===== src/rtl/sdram_arbit_if.sv =====
// ---------------------------------------------------------------------------
// sdram_arbit_if
// Bundle of signals between the SDRAM command arbiter and the engines it
// serves. This includes the init, auto-refresh, write-burst and read-burst
// engines, and the registered pad outputs.
//
//   init      : flag_init_end, init_cmd, init_addr              (to arbiter)
//   refresh   : ref_req, flag_ref_end, aref_cmd, aref_addr      (to arbiter)
//               ref_en                                          (from arbiter)
//   write     : wr_req, flag_wr_end, wr_cmd, wr_addr, wr_ba     (to arbiter)
//               wr_en                                           (from arbiter)
//   read      : rd_req, flag_rd_end, rd_cmd, rd_addr, rd_ba     (to arbiter)
//               rd_en                                           (from arbiter)
//   status    : ref_pending                                     (from arbiter)
//   pads      : sdram_cmd, sdram_addr, sdram_ba                 (from arbiter)
//
// Modports: slave = arbiter side, master = engine / pad side.
// ---------------------------------------------------------------------------
interface sdram_arbit_if #(
  parameter int ADDR_W = 12,
  parameter int BA_W   = 2
);
  logic              flag_init_end;
  logic [3:0]        init_cmd;
  logic [ADDR_W-1:0] init_addr;

  logic              ref_req;
  logic              flag_ref_end;
  logic [3:0]        aref_cmd;
  logic [ADDR_W-1:0] aref_addr;
  logic              ref_en;

  logic              wr_req;
  logic              flag_wr_end;
  logic [3:0]        wr_cmd;
  logic [ADDR_W-1:0] wr_addr;
  logic [BA_W-1:0]   wr_ba;
  logic              wr_en;

  logic              rd_req;
  logic              flag_rd_end;
  logic [3:0]        rd_cmd;
  logic [ADDR_W-1:0] rd_addr;
  logic [BA_W-1:0]   rd_ba;
  logic              rd_en;

  logic              ref_pending;
  logic [3:0]        sdram_cmd;
  logic [ADDR_W-1:0] sdram_addr;
  logic [BA_W-1:0]   sdram_ba;

  modport slave (
    input  flag_init_end, init_cmd, init_addr,
    input  ref_req, flag_ref_end, aref_cmd, aref_addr,
    input  wr_req, flag_wr_end, wr_cmd, wr_addr, wr_ba,
    input  rd_req, flag_rd_end, rd_cmd, rd_addr, rd_ba,
    output ref_en, wr_en, rd_en, ref_pending,
    output sdram_cmd, sdram_addr, sdram_ba
  );

  modport master (
    output flag_init_end, init_cmd, init_addr,
    output ref_req, flag_ref_end, aref_cmd, aref_addr,
    output wr_req, flag_wr_end, wr_cmd, wr_addr, wr_ba,
    output rd_req, flag_rd_end, rd_cmd, rd_addr, rd_ba,
    input  ref_en, wr_en, rd_en, ref_pending,
    input  sdram_cmd, sdram_addr, sdram_ba
  );
endinterface


===== src/rtl/sdram_arbit.sv =====
// ---------------------------------------------------------------------------
// sdram_arbit
// Top-level command arbiter for the SDRAM controller. It steps through
// power-up init first. After that it shares the single command/address bus
// between the auto-refresh, write-burst and read-burst engines. Refresh has
// priority. Write and read alternate when both request. A one-cycle en pulse
// grants the bus. The arbiter muxes the owner's command/address/bank onto
// registered pad outputs.
//
// Ports:
//   sclk  : system clock, rising edge
//   reset : synchronous, active-high
//   bus   : sdram_arbit_if.slave (engine handshakes + pad outputs)
// ---------------------------------------------------------------------------
module sdram_arbit #(
  parameter int         ADDR_W  = 12,
  parameter int         BA_W    = 2,
  parameter logic [3:0] CMD_NOP = 4'b0111
) (
  input logic           sclk,
  input logic           reset,
  sdram_arbit_if.slave  bus
);

  typedef enum logic [2:0] {
    ST_INIT,
    ST_IDLE,
    ST_AREF,
    ST_WRITE,
    ST_READ
  } state_t;

  state_t            r_state;
  state_t            w_next;
  // Only ST_WRITE / ST_READ are ever stored; decides write/read ties.
  state_t            r_last_grant;

  logic [3:0]        w_cmd;
  logic [ADDR_W-1:0] w_addr;
  logic [BA_W-1:0]   w_ba;
  logic              w_ref_en, w_wr_en, w_rd_en, w_pending;

  logic [3:0]        r_cmd;
  logic [ADDR_W-1:0] r_addr;
  logic [BA_W-1:0]   r_ba;
  logic              r_ref_en, r_wr_en, r_rd_en, r_pending;

  // State register. A burst exit records which of write/read just finished.
  // NOTE: sequential state uses non-blocking assignments so every flop
  // samples pre-edge values regardless of block evaluation order.
  always_ff @(posedge sclk) begin
    if (reset) begin
      r_state      <= ST_INIT;
      r_last_grant <= ST_READ;
    end else begin
      r_state <= w_next;
      if ((r_state == ST_WRITE || r_state == ST_READ) && w_next == ST_IDLE)
        r_last_grant <= r_state;
    end
  end

  // Next-state logic. Every exit goes through IDLE, so grants are always
  // separated by at least one NOP cycle on the pads.
  // NOTE: w_next gets a default before the case, so no path leaves it
  // unassigned and no latch is inferred.
  always_comb begin
    w_next = r_state;
    case (r_state)
      ST_INIT:  if (bus.flag_init_end) w_next = ST_IDLE;
      ST_IDLE: begin
        if (bus.ref_req)
          w_next = ST_AREF;
        else if (bus.wr_req && bus.rd_req)
          w_next = (r_last_grant == ST_WRITE) ? ST_READ : ST_WRITE;
        else if (bus.wr_req)
          w_next = ST_WRITE;
        else if (bus.rd_req)
          w_next = ST_READ;
      end
      ST_AREF:  if (bus.flag_ref_end) w_next = ST_IDLE;
      ST_WRITE: if (bus.flag_wr_end)  w_next = ST_IDLE;
      ST_READ:  if (bus.flag_rd_end)  w_next = ST_IDLE;
      default:  w_next = ST_INIT;
    endcase
  end

  // Output logic: the pad mux follows the current owner. Grant pulses are
  // raised only on the IDLE->owner transition. ref_pending looks at the next
  // state, so it is already low in the IDLE cycle after a burst ends.
  always_comb begin
    w_cmd     = CMD_NOP;
    w_addr    = '0;
    w_ba      = '0;
    case (r_state)
      ST_INIT: begin
        w_cmd  = bus.init_cmd;
        w_addr = bus.init_addr;
      end
      ST_AREF: begin
        w_cmd  = bus.aref_cmd;
        w_addr = bus.aref_addr;
      end
      ST_WRITE: begin
        w_cmd  = bus.wr_cmd;
        w_addr = bus.wr_addr;
        w_ba   = bus.wr_ba;
      end
      ST_READ: begin
        w_cmd  = bus.rd_cmd;
        w_addr = bus.rd_addr;
        w_ba   = bus.rd_ba;
      end
      default: ;
    endcase
    w_ref_en  = (r_state == ST_IDLE) && (w_next == ST_AREF);
    w_wr_en   = (r_state == ST_IDLE) && (w_next == ST_WRITE);
    w_rd_en   = (r_state == ST_IDLE) && (w_next == ST_READ);
    w_pending = bus.ref_req && (w_next == ST_WRITE || w_next == ST_READ);
  end

  // Pad and handshake output registers.
  always_ff @(posedge sclk) begin
    if (reset) begin
      r_cmd     <= CMD_NOP;
      r_addr    <= '0;
      r_ba      <= '0;
      r_ref_en  <= 1'b0;
      r_wr_en   <= 1'b0;
      r_rd_en   <= 1'b0;
      r_pending <= 1'b0;
    end else begin
      r_cmd     <= w_cmd;
      r_addr    <= w_addr;
      r_ba      <= w_ba;
      r_ref_en  <= w_ref_en;
      r_wr_en   <= w_wr_en;
      r_rd_en   <= w_rd_en;
      r_pending <= w_pending;
    end
  end

  assign bus.sdram_cmd   = r_cmd;
  assign bus.sdram_addr  = r_addr;
  assign bus.sdram_ba    = r_ba;
  assign bus.ref_en      = r_ref_en;
  assign bus.wr_en       = r_wr_en;
  assign bus.rd_en       = r_rd_en;
  assign bus.ref_pending = r_pending;

endmodule


===== src/flat_wrapper.sv =====
// flat-port wrapper written by rule: the top's interface ports become plain ports
module sdram_arbit_flat 
#(
  parameter int         ADDR_W  = 12,
  parameter int         BA_W    = 2,
  parameter logic [3:0] CMD_NOP = 4'b0111
)
  (sclk, reset, bus_flag_init_end, bus_init_cmd, bus_init_addr, bus_ref_req, bus_flag_ref_end, bus_aref_cmd, bus_aref_addr, bus_wr_req, bus_flag_wr_end, bus_wr_cmd, bus_wr_addr, bus_wr_ba, bus_rd_req, bus_flag_rd_end, bus_rd_cmd, bus_rd_addr, bus_rd_ba, bus_ref_en, bus_wr_en, bus_rd_en, bus_ref_pending, bus_sdram_cmd, bus_sdram_addr, bus_sdram_ba);
  sdram_arbit_if #(.ADDR_W(ADDR_W), .BA_W(BA_W)) bus_i ();
  input logic sclk;
  input logic reset;
  input wire logic [$bits(bus_i.flag_init_end)-1:0] bus_flag_init_end;
  input wire logic [$bits(bus_i.init_cmd)-1:0] bus_init_cmd;
  input wire logic [$bits(bus_i.init_addr)-1:0] bus_init_addr;
  input wire logic [$bits(bus_i.ref_req)-1:0] bus_ref_req;
  input wire logic [$bits(bus_i.flag_ref_end)-1:0] bus_flag_ref_end;
  input wire logic [$bits(bus_i.aref_cmd)-1:0] bus_aref_cmd;
  input wire logic [$bits(bus_i.aref_addr)-1:0] bus_aref_addr;
  input wire logic [$bits(bus_i.wr_req)-1:0] bus_wr_req;
  input wire logic [$bits(bus_i.flag_wr_end)-1:0] bus_flag_wr_end;
  input wire logic [$bits(bus_i.wr_cmd)-1:0] bus_wr_cmd;
  input wire logic [$bits(bus_i.wr_addr)-1:0] bus_wr_addr;
  input wire logic [$bits(bus_i.wr_ba)-1:0] bus_wr_ba;
  input wire logic [$bits(bus_i.rd_req)-1:0] bus_rd_req;
  input wire logic [$bits(bus_i.flag_rd_end)-1:0] bus_flag_rd_end;
  input wire logic [$bits(bus_i.rd_cmd)-1:0] bus_rd_cmd;
  input wire logic [$bits(bus_i.rd_addr)-1:0] bus_rd_addr;
  input wire logic [$bits(bus_i.rd_ba)-1:0] bus_rd_ba;
  output wire logic [$bits(bus_i.ref_en)-1:0] bus_ref_en;
  output wire logic [$bits(bus_i.wr_en)-1:0] bus_wr_en;
  output wire logic [$bits(bus_i.rd_en)-1:0] bus_rd_en;
  output wire logic [$bits(bus_i.ref_pending)-1:0] bus_ref_pending;
  output wire logic [$bits(bus_i.sdram_cmd)-1:0] bus_sdram_cmd;
  output wire logic [$bits(bus_i.sdram_addr)-1:0] bus_sdram_addr;
  output wire logic [$bits(bus_i.sdram_ba)-1:0] bus_sdram_ba;
  assign bus_i.flag_init_end = bus_flag_init_end;
  assign bus_i.init_cmd = bus_init_cmd;
  assign bus_i.init_addr = bus_init_addr;
  assign bus_i.ref_req = bus_ref_req;
  assign bus_i.flag_ref_end = bus_flag_ref_end;
  assign bus_i.aref_cmd = bus_aref_cmd;
  assign bus_i.aref_addr = bus_aref_addr;
  assign bus_i.wr_req = bus_wr_req;
  assign bus_i.flag_wr_end = bus_flag_wr_end;
  assign bus_i.wr_cmd = bus_wr_cmd;
  assign bus_i.wr_addr = bus_wr_addr;
  assign bus_i.wr_ba = bus_wr_ba;
  assign bus_i.rd_req = bus_rd_req;
  assign bus_i.flag_rd_end = bus_flag_rd_end;
  assign bus_i.rd_cmd = bus_rd_cmd;
  assign bus_i.rd_addr = bus_rd_addr;
  assign bus_i.rd_ba = bus_rd_ba;
  assign bus_ref_en = bus_i.ref_en;
  assign bus_wr_en = bus_i.wr_en;
  assign bus_rd_en = bus_i.rd_en;
  assign bus_ref_pending = bus_i.ref_pending;
  assign bus_sdram_cmd = bus_i.sdram_cmd;
  assign bus_sdram_addr = bus_i.sdram_addr;
  assign bus_sdram_ba = bus_i.sdram_ba;
  sdram_arbit #(.ADDR_W(ADDR_W), .BA_W(BA_W), .CMD_NOP(CMD_NOP)) u_core (.sclk(sclk), .reset(reset), .bus(bus_i));
endmodule

===== config.mk =====
export PLATFORM = sky130hd
export DESIGN_NAME = sdram_arbit_flat
export DESIGN_NICKNAME = d
export VERILOG_FILES = /design/src/rtl/sdram_arbit_if.sv /design/src/rtl/sdram_arbit.sv /design/src/flat_wrapper.sv
export SDC_FILE = /design/constraint.sdc
export NUM_CORES = 1
export LEC_CHECK = 0
export CORE_ASPECT_RATIO = 1.4
export CORE_MARGIN = 2
export CORE_UTILIZATION = 31
export DETAILED_ROUTE_END_ITERATION = 8
export GPL_ROUTABILITY_DRIVEN = 0
export PLACE_DENSITY = 0.77
export SYNTH_ARGS = -nofsm -noshare
export SYNTH_HDL_FRONTEND = slang
export SYNTH_SLANG_ARGS = --single-unit
export TNS_END_PERCENT = 10

===== constraint.sdc =====
create_clock -name sclk -period 1.5 [get_ports sclk]
set_clock_uncertainty 0.05 [all_clocks]
set_input_delay 0.375 -clock sclk [delete_from_list [all_inputs] [get_ports sclk]]
set_output_delay 0.375 -clock sclk [all_outputs]
set_load 0.01 [all_outputs]

# After elaboration in Yosys (flattened, before gate mapping)
# Cells that the tools add are included.
# W data, S select, Z words.
[op_classes]
n_mux = 13
n_reduce_logical = 9
n_eq_ne = 9
[ops]
columns = ["cell", "n"]
rows = [
  ["$pmux W12 S4", 1],
  ["$mux W3", 9],
  ["$pmux W4 S4", 1],
  ["$eq A3 B2 Y1 const B", 5],
  ["$pmux W3 S5", 1],
  ["$eq A3 B1 Y1 const B", 2],
  ["$eq A3 B3 Y1 const B", 2],
  ["$logic_and A1 B1 Y1", 6],
  ["$pmux W2 S2", 1],
  ["$logic_not A3 Y1", 1],
  ["$logic_or A1 B1 Y1", 2],
]
[word_totals]
inputBits = 77
output_inout_bits = 22
word_cells = 40
register_bits = 28

# Logic depth before layout (Yosys ltp)
[logic_depth]
ltp_word = 8
mapped_depth = 6
ltp_nobuf = 4

# Worst setup path after synthesis
# Ideal clock, no wire load.
[synth_timing]
path_type = "flip-flop to flip-flop"
startpoint = "register u_core.r_state[0]"
endpoint = "register u_core.r_pending (netlist: u_core.bus.ref_pending)"
period_less_slack_ps = 1457
stages_incl_launch_ff = 6
arrival_time_ps = 1349
path_buffers = 1
slack_ps = 43
cell_sequence = "dfxtp_1 > buf_4 > or3b_1 > or3_4 > o22ai_2 > o21a_1"
[synth_between]
elab_chain_len = 8
[synth_lines]
columns = ["item", "line", "source"]
rows = [
  ["from (decl)", "sdram_arbit.sv:33", "state_t r_state;"],
  ["from (signal assigned)", "sdram_arbit.sv:56", "r_state <= w_next;"],
  ["$mux W3", "sdram_arbit.sv:77", "else if (bus.rd_req)"],
  ["$mux W3", "sdram_arbit.sv:75", "else if (bus.wr_req)"],
  ["$mux W3", "sdram_arbit.sv:73", "else if (bus.wr_req && bus.rd_req)"],
  ["$mux W3", "sdram_arbit.sv:71", "if (bus.ref_req)"],
  ["$pmux W3 S5 (*)", "sdram_arbit.sv:68", "case (r_state)"],
  ["$eq A3 B2 Y1 or $eq A3 B3 Y1 (tied branches)", "sdram_arbit.sv:118", "w_pending = bus.ref_req && (w_next == ST_WRITE || w_next == ST_READ);"],
  ["$logic_or A1 B1 Y1 (*)", "sdram_arbit.sv:118", ""],
  ["$logic_and A1 B1 Y1 (*)", "sdram_arbit.sv:118", ""],
  ["to (signal assigned)", "sdram_arbit.sv:138", "r_pending <= w_pending;"],
  ["to (decl)", "sdram_arbit.sv:46", "logic r_ref_en, r_wr_en, r_rd_en, r_pending;"],
]
# Every way passes the cells marked *; elsewhere a longest branch is shown, timed or not.
# A chain may end at the register's enable or synchronous reset.

# Worst setup path in the final report
[layout_timing]
startpoint = "register u_core.r_state[1]"
endpoint = "register u_core.r_last_grant[2]"
[layout_between]
elab_chain_len = 7
[layout_lines]
columns = ["item", "line", "source"]
rows = [
  ["$mux W3", "sdram_arbit.sv:77", ""],
  ["$mux W3", "sdram_arbit.sv:75", ""],
  ["$mux W3", "sdram_arbit.sv:73", ""],
  ["$mux W3", "sdram_arbit.sv:71", ""],
  ["$pmux W3 S5", "sdram_arbit.sv:68", ""],
  ["$eq A3 B1 Y1", "sdram_arbit.sv:57", "if ((r_state == ST_WRITE || r_state == ST_READ) && w_next == ST_IDLE)"],
  ["$logic_and A1 B1 Y1 (*)", "sdram_arbit.sv:57", ""],
  ["to (signal assigned)", "sdram_arbit.sv:58", "r_last_grant <= r_state;"],
  ["to (decl)", "sdram_arbit.sv:36", "state_t r_last_grant;"],
]
# Marked as above.

==> results.txt <==
----------------------------------------------------
[Detailed routing]
  DRT iter0 DRCs ... 67
  Final WL ... 4963 um
  First-pass detailed-route iteration total ... 4
  DRC violations left ... 0
  Detail-routed via count per cell ... 4.925
  Detail-routed net length per standard cell ... 14.26 um
  Post-route antenna net violation count ... 0
  Vias ... 1714

[STA]
  Setup TNS ... -0.006339 ns
  Fin Hold WS ... 0.4206 ns
  Actual transition at the worst max-transition pin ... 0.4549 ns
  Max-slew headroom ... 69.64%
  Number of pins exceeding their max-slew limit in the final report ... 0
  Final setup violating endpoints ... 1
  Least setup slack across all paths after layout ... -0.006339 ns
  Unrepaired setup endpoints after global routing ... yes
  Hold Fails Final Rpt ... 0
  Post-layout minimum cycle time ... 1.506 ns
  Period utilization ... 100.4%
  Max Freq ... 663.9 MHz

[Synth]
  Cell area after technology mapping ... 0.001401 mm^2
  Multiplexer fraction of the synthesized cell area ... 5.893%
  Count of flip-flops with a built-in enable after synthesis ... 0
  Top-area cell type share of the netlist area ... 40.00%
  Ys async rst share ... 0%
  Synthesized flop and latch total ... 28
  Warning count from the yosys run ... 0
  Most area-hungry cell type in the Yosys netlist ... dfxtp_1
  Number of unique standard cell types used by synthesis ... 38
  Total nets after synthesis ... 244
  Compound-cell area share of the yosys netlist ... 26.25%
  Synth Area in XOR/XNOR ... 0%
  Adder-cell share of the synthesized area ... 0%
  Post-synthesis sequential area ratio ... 40.00%
  Leading cell types by total area after synthesis ... dfxtp_1 (40%), a22oi_1 (11%), a21oi_1 (6.4%), mux2i_1 (4.3%), or2_2 (3.1%)
  Largest family of logic cells by synthesized area ... compound AO/OA/AOI/OAI gates
  Mean post-synth cell area ... 8.391 um^2
  Dominant synthesized flop cell ... dfxtp_1
  Synth Area in Simple Gates ... 22.95%
  Synthesized netlist cell count ... 167

[Worst setup path]
  Number of cells on the worst reg-to-reg path ... 6
  Worst endpoint data arrival time ... 1.64 ns
  Data required time at the worst endpoint ... 1.63 ns
  R2R Path Start ... u_core.r_state[1]
  Startpoint types ... register
  Setup CP Type ... reg -> reg
  Worst reg-to-reg setup slack ... -0.006 ns
  Endpoint class of the critical path ... register
  Critical register-to-register path endpoint ... u_core.r_last_grant[2]
  Crit Path Max Fanout ... 5

[Final layout]
  Filler Cell Count ... 385
  Leading cell type in the layout, fill and taps excluded ... clkdlybuf4s50_1
  Final Cell Area ... 0.002778 mm^2
  Number of antenna cells inserted ... 0
  Final cell count without fillers ... 348
  Layout Nets ... 366
  Fraction of layout cells with a size suffix above 1 ... 22.22%
  Commonest non-fill, non-tap cells in the layout ... clkdlybuf4s50_1 (76), buf_4 (27), dfxtp_1 (25), dlygate4sd2_1 (22), a22oi_1 (16)
  Final core utilization ... 64.99%
  Area delta synth->final ... 98.21%

[Clocking]
  Depth of the CTS H-tree ... 1
  Clock-pin slew of the registers on the worst-case setup and hold paths ... 0.10 ns
  CTS sink cnt ... 28
  Source-to-sink clock delay at the later pin of the worst-skew pair ... 0.28 ns
  CTS tree ... done
  Number of buffers created by CTS ... 3
  Number of hold buffers added after CTS ... 0
  Clock root buffer ... clkbuf_8
  Clk buf depth ... 2

[Power]
  Maximum VDD drop ... 600.3 uV
  Cell leakage power ... 1.138 nW
  Total power consumption of the routed design ... 2.141 mW
  Power density cells ... 770.9 mW/mm^2

[Floorplanning]
  Placeable core region ... 0.004274 mm^2
  Die area ... 0.005082 mm^2
  Vert. Die Dim ... 83.55 um
  Chip width ... 60.83 um
  Initial core utilization ... 32.79%
  Top-level port count ... 99
  Cell Rows ... 28

[Worst hold path]
  Number of cells on the worst hold path ... 2
  Critical hold path startpoint ... u_core.r_last_grant[1]
  Hold endpoint ... u_core.r_last_grant[1]
  Class of the tightest hold or removal check ... reg -> reg

[Placement]
  Placed cell area ... 0.002614 mm^2
  Worst slack after detailed placement ... -0.2156 ns
  # port buffers ... 98
  Total half-perimeter wirelength after legalization and detailed placement ... 3824 um
  Cell total after placement ... 341

[Global route]
  Combined global-route utilization of all metal layers ... 19.02%
  First-pass GRT wire length ... 7514 um
  Maximum number of pins on one net before global-route repair ... 17
  Vias in the first global route ... 1725
  Gr ovfl total ... 0
  Number of antenna violations at the first check in global routing ... 0

[Flow run]
  Max-capacitance violation count ... 0

[Outcome]
  Failing checks ... negative setup slack
  Status ... finished, violations left

----------------------------------------------------
registers in the layout (all words and copies together) (netlist names):
name / count
u_core.bus.sdram_addr: 12
u_core.r_last_grant: 3
u_core.bus.ref_pending: 1
u_core.bus.rd_en: 1
u_core.bus.ref_en: 1
u_core.r_state: 3
u_core.bus.wr_en: 1
u_core.bus.sdram_ba: 2
u_core.bus.sdram_cmd: 4
area by class of cell:
class | instances | area [um^2] | area share (%)
timing repair buffer | 128 | 1190 | 42.84
inverter | 4 | 15.01 | 0.5405
clock buffer | 3 | 41.29 | 1.486
multi-input combinational | 124 | 857.1 | 30.86
tap | 60 | 75.07 | 2.703
clock inverter | 1 | 30.03 | 1.081
sequential | 28 | 569.3 | 20.50
layer usage:
layer / track usage, % / share of wire [%]
met2: 33.14 / 52
met1: 22.39 / 38
met4: 7.510 / 2.3
met3: 2.636 / 7.1
met5: 0 / 0
cells in the mapped netlist, types with 2 or more instances:
cell type	instances
a21oi_1	18
a22oi_1	20
buf_2	4
clkbuf_1	6
dfxtp_1	28
inv_1	3
mux2_2	2
mux2i_1	6
nand2_1	11
nand2b_1	3
nand3_1	5
nand3b_1	5
nor2_1	11
nor2b_1	2
nor3_1	4
o21a_1	3
o21ai_0	7
o22ai_1	2
or2_2	7
or3b_1	2
cell families after synthesis:
family                 count (synthesis)
DFF                                   28
muxes                                  8
AOI/OAI and AO/OA                     57
buffers and inverters                 16
and+or+nand+nor                       58
worst max-delay path, stage by stage (launching register included):
cell	delay, ns
dfxtp_2	0.38
buf_4	0.15
buf_4	0.17
inv_1	0.06
nor3_1	0.27
nand2_1	0.16
a21o_1	0.18
repair_timing:
| item | in CTS | in global routing |
|---|---|---|
| setup buffers | 0 | 1 |
| endpoints found under the setup margin | 36 | 16 |
| pin swaps | 1 | 2 |
| endpoints found under the hold margin | 0 | 0 |
| resized for setup | 28 | 24 |
| gates cloned | 0 | 2 |
power breakdown:
part / switching, mW / internal (mW) / total (mW)
Clock: 0.239 / 0.357 / 0.596
Combinational: 0.288 / 0.433 / 0.721
Sequential: 0.0226 / 0.801 / 0.824
Total: 0.549 / 1.59 / 2.14
how the worst max path moves through the flow:
stage	cells past startpoint	slack, ns	end	from
after CTS	6	-0.02	u_core.bus.sdram_addr[0]	u_core.r_state[0]
final	6	-0.006	u_core.r_last_grant[2]	u_core.r_state[1]
after global routing	6	-0.06	u_core.r_last_grant[2]	u_core.r_state[1]
after global placement	5	-0.17	u_core.bus.ref_pending	bus_flag_rd_end
after detailed placement	5	-0.22	u_core.bus.ref_pending	bus_flag_rd_end
after floorplan	5	0.04	u_core.bus.ref_pending	u_core.r_state[0]
Note: power is estimated with default switching activity, not from simulation.
